## src/rtl/change_dispenser_ctrl.sv

```systemverilog
// Change dispenser controller.
// Accepts a change request, then repeatedly picks the largest coin that still fits the
// remaining amount and is both stocked and not faulted, commands the hopper to eject it and
// waits for an acknowledge. A coin that is never acknowledged within ACK_TIMEOUT cycles marks
// its denomination faulty for the rest of the transaction. Whatever cannot be paid is reported
// as shortfall alongside a one-cycle done pulse.
//
// Denomination bit map (hopper_empty, eject_sel, fault):
//   bit4 = 200c, bit3 = 100c, bit2 = 50c, bit1 = 20c, bit0 = 10c

module change_dispenser_ctrl #(
    parameter int unsigned ACK_TIMEOUT = 16
) (
    input  logic       clk,
    input  logic       rst_n,
    // Request side
    input  logic       req_valid,
    input  logic [7:0] req_amount,
    output logic       req_ready,
    // Hopper side
    input  logic [4:0] hopper_empty,
    output logic       eject_valid,
    output logic [4:0] eject_sel,
    input  logic       eject_ack,
    // Status
    output logic       done,
    output logic [7:0] shortfall,
    output logic [4:0] coin_count,
    output logic [4:0] fault
);

    // ------------------------------------------------------------------------
    // Constants
    // ------------------------------------------------------------------------

    localparam logic [1:0] StIdle   = 2'd0;
    localparam logic [1:0] StSelect = 2'd1;
    localparam logic [1:0] StEject  = 2'd2;
    localparam logic [1:0] StDone   = 2'd3;

    localparam logic [7:0] Val200 = 8'd200;
    localparam logic [7:0] Val100 = 8'd100;
    localparam logic [7:0] Val50  = 8'd50;
    localparam logic [7:0] Val20  = 8'd20;
    localparam logic [7:0] Val10  = 8'd10;

    // Timer value seen in the last EJECT cycle before a timeout; the timer counts completed
    // unacknowledged cycles, so the command is held for exactly ACK_TIMEOUT cycles.
    localparam logic [7:0] TimerLast = 8'(ACK_TIMEOUT - 1);

    // ------------------------------------------------------------------------
    // State
    // ------------------------------------------------------------------------

    logic [1:0] state_q, state_d;
    logic [7:0] remaining_q, remaining_d;
    logic [4:0] sel_q, sel_d;
    logic [7:0] timer_q, timer_d;
    logic [4:0] coin_count_q, coin_count_d;
    logic [4:0] fault_q, fault_d;

    // ------------------------------------------------------------------------
    // Denomination helpers
    // ------------------------------------------------------------------------

    logic [4:0] fits;       // denominations not larger than the remaining amount
    logic [4:0] candidates; // denominations that may be ejected right now
    logic [4:0] pick;       // one-hot: largest candidate, or zero if none
    logic [7:0] sel_value;  // cents represented by the registered selection

    // Compare the remaining amount against each coin value
    always_comb begin
        fits[4] = (Val200 <= remaining_q);
        fits[3] = (Val100 <= remaining_q);
        fits[2] = (Val50  <= remaining_q);
        fits[1] = (Val20  <= remaining_q);
        fits[0] = (Val10  <= remaining_q);
    end

    assign candidates = fits & ~hopper_empty & ~fault_q;

    // Priority pick of the largest available denomination
    always_comb begin
        pick = 5'b00000;
        if (candidates[4]) begin
            pick = 5'b10000;
        end else if (candidates[3]) begin
            pick = 5'b01000;
        end else if (candidates[2]) begin
            pick = 5'b00100;
        end else if (candidates[1]) begin
            pick = 5'b00010;
        end else if (candidates[0]) begin
            pick = 5'b00001;
        end
    end

    // Value of the coin currently being ejected; sel_q is one-hot whenever it is used
    always_comb begin
        sel_value = 8'd0;
        unique case (sel_q)
            5'b10000: sel_value = Val200;
            5'b01000: sel_value = Val100;
            5'b00100: sel_value = Val50;
            5'b00010: sel_value = Val20;
            5'b00001: sel_value = Val10;
            default:  sel_value = 8'd0;
        endcase
    end

    // ------------------------------------------------------------------------
    // Next-state logic
    // ------------------------------------------------------------------------

    // Transaction sequencing: accept, select, eject/wait, report
    always_comb begin
        state_d      = state_q;
        remaining_d  = remaining_q;
        sel_d        = sel_q;
        timer_d      = timer_q;
        coin_count_d = coin_count_q;
        fault_d      = fault_q;

        case (state_q)
            StIdle: begin
                if (req_valid) begin
                    remaining_d  = req_amount;
                    coin_count_d = 5'd0;
                    fault_d      = 5'd0;
                    state_d      = StSelect;
                end
            end

            StSelect: begin
                // hopper_empty only matters here; later changes cannot disturb an eject
                if (pick != 5'b00000) begin
                    sel_d   = pick;
                    timer_d = 8'd0;
                    state_d = StEject;
                end else begin
                    state_d = StDone;
                end
            end

            StEject: begin
                // Acknowledge wins over a timeout landing in the same cycle
                if (eject_ack) begin
                    remaining_d  = remaining_q - sel_value;
                    coin_count_d = coin_count_q + 5'd1;
                    state_d      = StSelect;
                end else if (timer_q == TimerLast) begin
                    fault_d = fault_q | sel_q;
                    state_d = StSelect;
                end else begin
                    timer_d = timer_q + 8'd1;
                end
            end

            StDone: begin
                state_d = StIdle;
            end

            default: begin
                state_d = StIdle;
            end
        endcase
    end

    // ------------------------------------------------------------------------
    // Registers
    // ------------------------------------------------------------------------

    // State registers with asynchronous clear
    always_ff @(posedge clk or negedge rst_n) begin
        if (!rst_n) begin
            state_q      <= StIdle;
            remaining_q  <= 8'd0;
            sel_q        <= 5'd0;
            timer_q      <= 8'd0;
            coin_count_q <= 5'd0;
            fault_q      <= 5'd0;
        end else begin
            state_q      <= state_d;
            remaining_q  <= remaining_d;
            sel_q        <= sel_d;
            timer_q      <= timer_d;
            coin_count_q <= coin_count_d;
            fault_q      <= fault_d;
        end
    end

    // ------------------------------------------------------------------------
    // Outputs
    // ------------------------------------------------------------------------

    // Outputs decoded from state so reset takes effect without a clock edge
    always_comb begin
        req_ready   = (state_q == StIdle);
        eject_valid = (state_q == StEject);
        eject_sel   = (state_q == StEject) ? sel_q : 5'd0;
        done        = (state_q == StDone);
        shortfall   = (state_q == StDone) ? remaining_q : 8'd0;
        coin_count  = coin_count_q;
        fault       = fault_q;
    end

endmodule

```

## config.mk

```make
export PLATFORM = sky130hd
export DESIGN_NAME = change_dispenser_ctrl
export DESIGN_NICKNAME = d
export VERILOG_FILES = /design/src/rtl/change_dispenser_ctrl.sv
export SDC_FILE = /design/constraint.sdc
export NUM_CORES = 1
export LEC_CHECK = 0
export ABC_AREA = 1
export CORE_UTILIZATION = 40
export CTS_BUF_LIST = sky130_fd_sc_hd__clkbuf_8
export CTS_CLUSTER_DIAMETER = 50
export DETAILED_ROUTE_END_ITERATION = 8
export PLACE_DENSITY = 0.62
export SETUP_SLACK_MARGIN = 0.4
export SYNTH_ARGS = -nofsm -noshare
export SYNTH_HDL_FRONTEND = slang
export SYNTH_SLANG_ARGS = --single-unit
```

## constraint.sdc

```tcl
create_clock -name clk -period 4.98 [get_ports clk]
set_clock_uncertainty 0.2 [all_clocks]
set_input_delay 1.245 -clock clk [delete_from_list [all_inputs] [get_ports clk]]
set_output_delay 1.245 -clock clk [all_outputs]
set_load 0.02 [all_outputs]
```

==> results_dict.tcl, run 1 <==
set metrics [dict create \
    drt-total-wl_microns 5554 \
    cts_hold_buffers 0 \
    synth-edff-count 0 \
    wl_per_cell_microns 12.74 \
    synth-compound-area-share_pct 11.63 \
    grt.busiest_layer "met2" \
    grt.total_usage_pct 20.66 \
    endpoint_kind "output pin" \
    root_buffer "clkbuf_8" \
    timing.rr.start "sel_q[1]" \
    dr.pass1.iters 4 \
    synthTopCellsByArea "dfrtp_1 37%, nand2_1 12%, inv_1 9.0%" \
    synth_xor_xnor_area_share_pct 1.589 \
    min-delay-start "timer_q[1]" \
    synth_adder_area_share_pct 5.448 \
    critPathMaxFanout 19 \
    tns_ps 0 \
    relSlewSlack_pct 67.50 \
    clkTransAtPathRegs_ps 70 \
    p_leak_nw 1.347 \
    grt_overflow 0 \
    start_util_pct 42.36 \
    yosys_warnings 0 \
    areaGrowthSynthToFinish_pct 25.82 \
    clkSinkCount 33 \
    worst_pin_slew_ps 483.0 \
    synthArstFlopShare_pct 100.0 \
    io-pin-count 43 \
    drv_slew 0 \
    final_cell_mix "69 x nand2_1, 56 x inv_1, 50 x nor2_1" \
    rows 26 \
    syn_area_sq_mm 0.002205 \
    worst_skew_pair.late_latency_ps 290 \
    numCtsBuffers 5 \
    synth-simple-area-share_pct 33.14 \
    arrival_ps 2180 \
    drc_errors 0 \
    dp_hpwl_microns 4215 \
    muxShareOfSynthArea_pct 0 \
    final_common_cell "nand2_1" \
    dieHeight_microns 76.24 \
    grt_max_degree 34 \
    power_density_mw_per_mm2 590.6 \
    synth_top_area_share_pct 37.46 \
    reg2reg_depth 12 \
    vias 2176 \
    grt_util_met1_pct 28.09 \
    setup_viol 0 \
    r2r-end "remaining_q[7]" \
    dieArea_sq_mm 0.005813 \
    synth_top_family_by_area "simple AND/OR/NAND/NOR gates" \
    die_w_microns 76.24 \
    finalCritPeriodShare_pct 72.72 \
    grt_pass1_vias 2021 \
    grt_setup_unrepaired "false" \
    r2r_slack_ps 2460 \
    synthFlopType "dfrtp_1" \
    use_met3_pct 5.269 \
    viasPerCell 4.991 \
    critPathKind "flop to output pin" \
    port_buffers 42 \
    cts_tree "done" \
    core_sq_mm 0.005205 \
    synth.avg_cell_area_sq_um 6.889 \
    cts-resized-gates 0 \
    synthCells 320 \
    final_util_pct 53.29 \
    ys_seq_area_share_pct 37.46 \
    nets 391 \
    cp.required_ps 3530 \
    post_cts.repair.setup_buffers 0 \
    hold_depth 2 \
    antenna_found_initial 0 \
    min_to "timer_q[1]" \
    min_period_ps 3621 \
    drive_gt1_share_pct 4.645 \
    max_freq_ghz 0.2761 \
    startpoint_type "flop" \
    grt_pass1_wl_microns 9363 \
    yosys_register_bits 33 \
    grt_util_met2_pct 32.16 \
    ant_nets 0 \
    synth_largest_area_cell "dfrtp_1" \
    routabilityCongestion 0.9472 \
    min_path_type "flop to flop" \
    yosysUniqueCellTypes 31 \
    vdd.ir_drop.worst_uv 292.8 \
    fillCellCount 529 \
    status "finished, final reports clean" \
    drv_cap 0 \
    drt_iter0_markers 111 \
    cts_max_path_buffers 2 \
    syn_nets 346 \
    finalHoldViolations 0 \
    htreeDepth 2 \
    n_antenna_cell 0 \
]
==> worst max-delay path by stage <==
| stage | from | endpoint |
|---|---|---|
| after floorplan | state_q[0] | eject_sel[0] |
| after global placement | req_valid | coin_count[4] |
| after detailed placement | req_valid | coin_count[4] |
| after CTS | state_q[0] | eject_valid |
| after global routing | state_q[0] | eject_valid |
| final | state_q[0] | eject_valid |
==> flip-flops by register name, indices dropped and copies added, names as in the netlist <==
name and flops:
remaining_q 8, fault 5, timer_q 8, state_q 2, sel_q 5, coin_count 5
==> layout make-up <==
cell class | instances | area (sq um) | area share, %
timing repair buffer | 44 | 435.4 | 15.70
clock inverter | 3 | 11.26 | 0.4060
tap | 70 | 87.58 | 3.157
clock buffer | 5 | 68.82 | 2.481
inverter | 54 | 202.7 | 7.307
multi-input combinational | 227 | 1142 | 41.18
sequential | 33 | 825.8 | 29.77
==> report_power, final <==
group / total [W] / switching, W / internal (W)
registers: 0.000444 / 0.0000914 / 0.000353
clock network: 0.000190 / 0.0000971 / 0.0000931
logic: 0.00100 / 0.000636 / 0.000368
total: 0.00164 / 0.000825 / 0.000814
==> synthesized netlist by cell type, drive strengths merged, types with 2 or more instances <==
| master | number |
|---|---|
| a21oi | 18 |
| buf | 4 |
| clkbuf | 2 |
| dfrtp | 33 |
| ha | 8 |
| inv | 54 |
| nand2 | 71 |
| nand3 | 25 |
| nand4 | 5 |
| nor2 | 52 |
| nor3 | 8 |
| nor3b | 2 |
| nor4 | 3 |
| o211ai | 3 |
| o21ai | 21 |
| xor2 | 4 |
==> stage by stage <==
step / hold WS [ps] / total power, W / std cells / area, sq um / setup WS [ps]
after floorplan: 293.0 / 0.001145 / 320 / 2205 / 2448
after global placement: 316.3 / 0.001440 / 428 / 2694 / 1600
after detailed placement: 323.6 / 0.001443 / 428 / 2694 / 1587
after CTS: 339.3 / 0.001642 / 436 / 2774 / 1383
after global routing: 358.4 / 0.001803 / 436 / 2774 / 1243
final: 333.1 / 0.001638 / 436 / 2774 / 1359
==> routing by layer <==
| metal | wire length (microns) | share of wire, % | up-vias |
|---|---|---|---|
| met3 | 422 | 7.6 | 9 |
| met4 | 99 | 1.8 | 0 |
| met1 | 2627 | 47 | 974 |
| met2 | 2403 | 43 | 83 |
| met5 | 0 | 0 | - |
| li1 | - | - | 1110 |
==> worst max-delay path, cell delays in order (launching register included) <==
cell and delay, ps:
dfrtp_1 380, inv_1 100, nand2_2 250, inv_1 450
clkdlybuf4s50_1 710
==> kinds of logic (layout without fill, tap and decap cells) <==
kind of cell,after synthesis,after routing
AND/OR/NAND/NOR,169,169
AO/OA/AOI/OAI,45,45
flip-flops,33,33
buffers and inverters,60,106
XOR/XNOR,4,4
adder cells (fa/ha/maj),9,9
Note: power is estimated with default switching activity, not from simulation.
==> inputs of run 2 (changes only) <==
--- a/config.mk
+++ b/config.mk
@@ -10,7 +10,7 @@
 export CTS_BUF_LIST = sky130_fd_sc_hd__clkbuf_8
 export CTS_CLUSTER_DIAMETER = 50
 export DETAILED_ROUTE_END_ITERATION = 8
-export PLACE_DENSITY = 0.62
+export PLACE_DENSITY = 0.65
 export SETUP_SLACK_MARGIN = 0.4
 export SYNTH_ARGS = -nofsm -noshare
 export SYNTH_HDL_FRONTEND = slang
==> constraint.sdc (replaced) <==
create_clock -name clk -period 3.3 [get_ports clk]
set_clock_uncertainty 0.2 [all_clocks]
set_input_delay 0.825 -clock clk [delete_from_list [all_inputs] [get_ports clk]]
set_output_delay 0.825 -clock clk [all_outputs]
set_load 0.02 [all_outputs]
==> results_dict.tcl, run 2 (same netlist as run 1, synthesis figures left out) <==
set metrics [dict create \
    p_sw_w 0.001258 \
    worst_pin_slew_ps 508.9 \
    critPathMaxFanout 19 \
    drt-total-wl_microns 5653 \
    post_cts.repair.setup_buffers 0 \
    htreeDepth 2 \
    grt_overflow 0 \
    min-delay-start "timer_q[1]" \
    internal_power_w 0.001391 \
    nets 393 \
    dr.pass1.iters 4 \
    io-pin-count 43 \
    grt_setup_unrepaired "true" \
    vias 2210 \
    cp.required_ps 2270 \
    endpoint_kind "output pin" \
    grt.total_usage_pct 20.58 \
    met1Wirelength_microns 2789 \
    grt_pass1_vias 2005 \
    grt_max_degree 34 \
    startpoint_type "flop" \
    vdd.ir_drop.worst_uv 393.9 \
    n_antenna_cell 0 \
    dieHeight_microns 76.24 \
    finalCritPeriodShare_pct 86.13 \
    grt_pass1_wl_microns 9487 \
    min_period_ps 2842 \
    drc_errors 0 \
    dp.cells 430 \
    drv_cap 0 \
    drv_slew 0 \
    fin_ws_ps 457.6 \
    port_buffers 42 \
    clkSinkCount 33 \
    min_path_type "flop to flop" \
    rows 26 \
    drive_gt1_share_pct 5.978 \
    drt_iter0_markers 159 \
    hold_depth 2 \
    finalHoldViolations 0 \
    setup_viol 0 \
    ant_nets 0 \
    tns_ps 0 \
    power_density_mw_per_mm2 931.9 \
    highest_layer "met4" \
    timing.rr.start "sel_q[1]" \
    root_buffer "clkbuf_8" \
    clock_power_share_pct 17.5 \
    cts_max_path_buffers 2 \
    reg.largest.list "remaining_q: 8 flops, timer_q: 8 flops" \
    status "finished, final reports clean" \
    final_common_cell "nand2_1" \
    p_sw_share_pct 47.49 \
    areaGrowthSynthToFinish_pct 28.94 \
    relSlewSlack_pct 65.76 \
    r2r-end "remaining_q[6]" \
    final_cell_mix "69 x nand2_1, 53 x inv_1, 50 x nor2_1" \
    wl_per_cell_microns 12.91 \
    dp_hpwl_microns 4197 \
    cts_hold_buffers 0 \
    met3_length_microns 356 \
    die_w_microns 76.24 \
    max_freq_ghz 0.3518 \
    fillCellCount 506 \
    viasPerCell 5.046 \
    reg2reg_depth 11 \
    p_seq_share_pct 25.0 \
    wl_met2_microns 2462 \
    dieArea_sq_mm 0.005813 \
    final_cell_count_no_fill 438 \
    antenna_found_initial 0 \
    clkTransAtPathRegs_ps 70 \
    combPwrFrac_pct 57.5 \
    arrival_ps 1820 \
    cts-resized-gates 0 \
    r2r_slack_ps 760 \
    worst_skew_pair.late_latency_ps 290 \
    cts_tree "done" \
    critPathKind "flop to output pin" \
    numCtsBuffers 5 \
    min_to "timer_q[1]" \
    routabilityCongestion 0.9945 \
    dpl_worst_slack_ps 671.8 \
    p_leak_nw 1.373 \
    core_sq_mm 0.005205 \
    start_util_pct 42.36 \
]
==> run 2: cell count changes in the layout (fill, tap and decap cells not counted) <==
cell | before | now
inv_1 | 56 | 53
buf_4 | 2 | 4
bufinv_16 | 0 | 2
clkinv_2 | 0 | 1
==> run 2: worst max path at each step <==
| stage | to | startpoint | cells past startpoint | slack, ps |
|---|---|---|---|---|
| after global routing | eject_valid | state_q[0] | 4 | 370 |
| after global placement | timer_q[3] | hopper_empty[4] | 11 | 710 |
| final | eject_valid | state_q[0] | 4 | 460 |
| after CTS | eject_valid | state_q[0] | 4 | 440 |
| after floorplan | remaining_q[7] | sel_q[1] | 12 | 1130 |
| after detailed placement | fault[0] | req_valid | 8 | 670 |
==> run 2: area by class of cell <==
class / count / area (sq um) / area share, %
clock buffer: 5 / 68.82 / 2.421
clock inverter: 3 / 65.06 / 2.289
inverter: 54 / 202.7 / 7.130
multi-input combinational: 227 / 1142 / 40.18
sequential: 33 / 825.8 / 29.05
tap: 70 / 87.58 / 3.081
timing repair buffer: 46 / 450.4 / 15.85
==> run 2: stage by stage <==
stage	util [%]	hold slack (ps)	power [W]	instance area [sq um]
floorplan	-	293.0	0.001728	2205
global placement	52.04	315.6	0.002166	2709
detailed placement	52.04	321.5	0.002177	2709
CTS	54.62	338.3	0.002650	2843
global route	54.62	357.7	0.002890	2843
finish	54.62	332.3	0.002649	2843
==> run 2: layer usage <==
metal | vias up | GRT usage [%]
li1 | 1118 | -
met1 | 1016 | 30.18
met2 | 72 | 31.35
met3 | 4 | 3.353
met4 | 0 | 5.385
met5 | - | 0
==> run 2: power by group through the flow <==
| stage | clock, W | combinational (W) | sequential (W) |
|---|---|---|---|
| 6_report | 0.000463 | 0.00152 | 0.000663 |
| 5_1_grt | 0.000482 | 0.00172 | 0.000684 |
| 4_1_cts | 0.000466 | 0.00152 | 0.000662 |
| 3_5_place_dp | 0 | 0.00151 | 0.000670 |
| 3_3_place_gp | 0 | 0.00150 | 0.000667 |
| 2_1_floorplan | 0 | 0.00105 | 0.000678 |
==> run 2: critical path, stage by stage (launching register included) <==
cell and delay [ps]:
dfrtp_1 370, inv_1 100, nand2_2 260, inv_1 180
clkdlybuf4s50_1 630
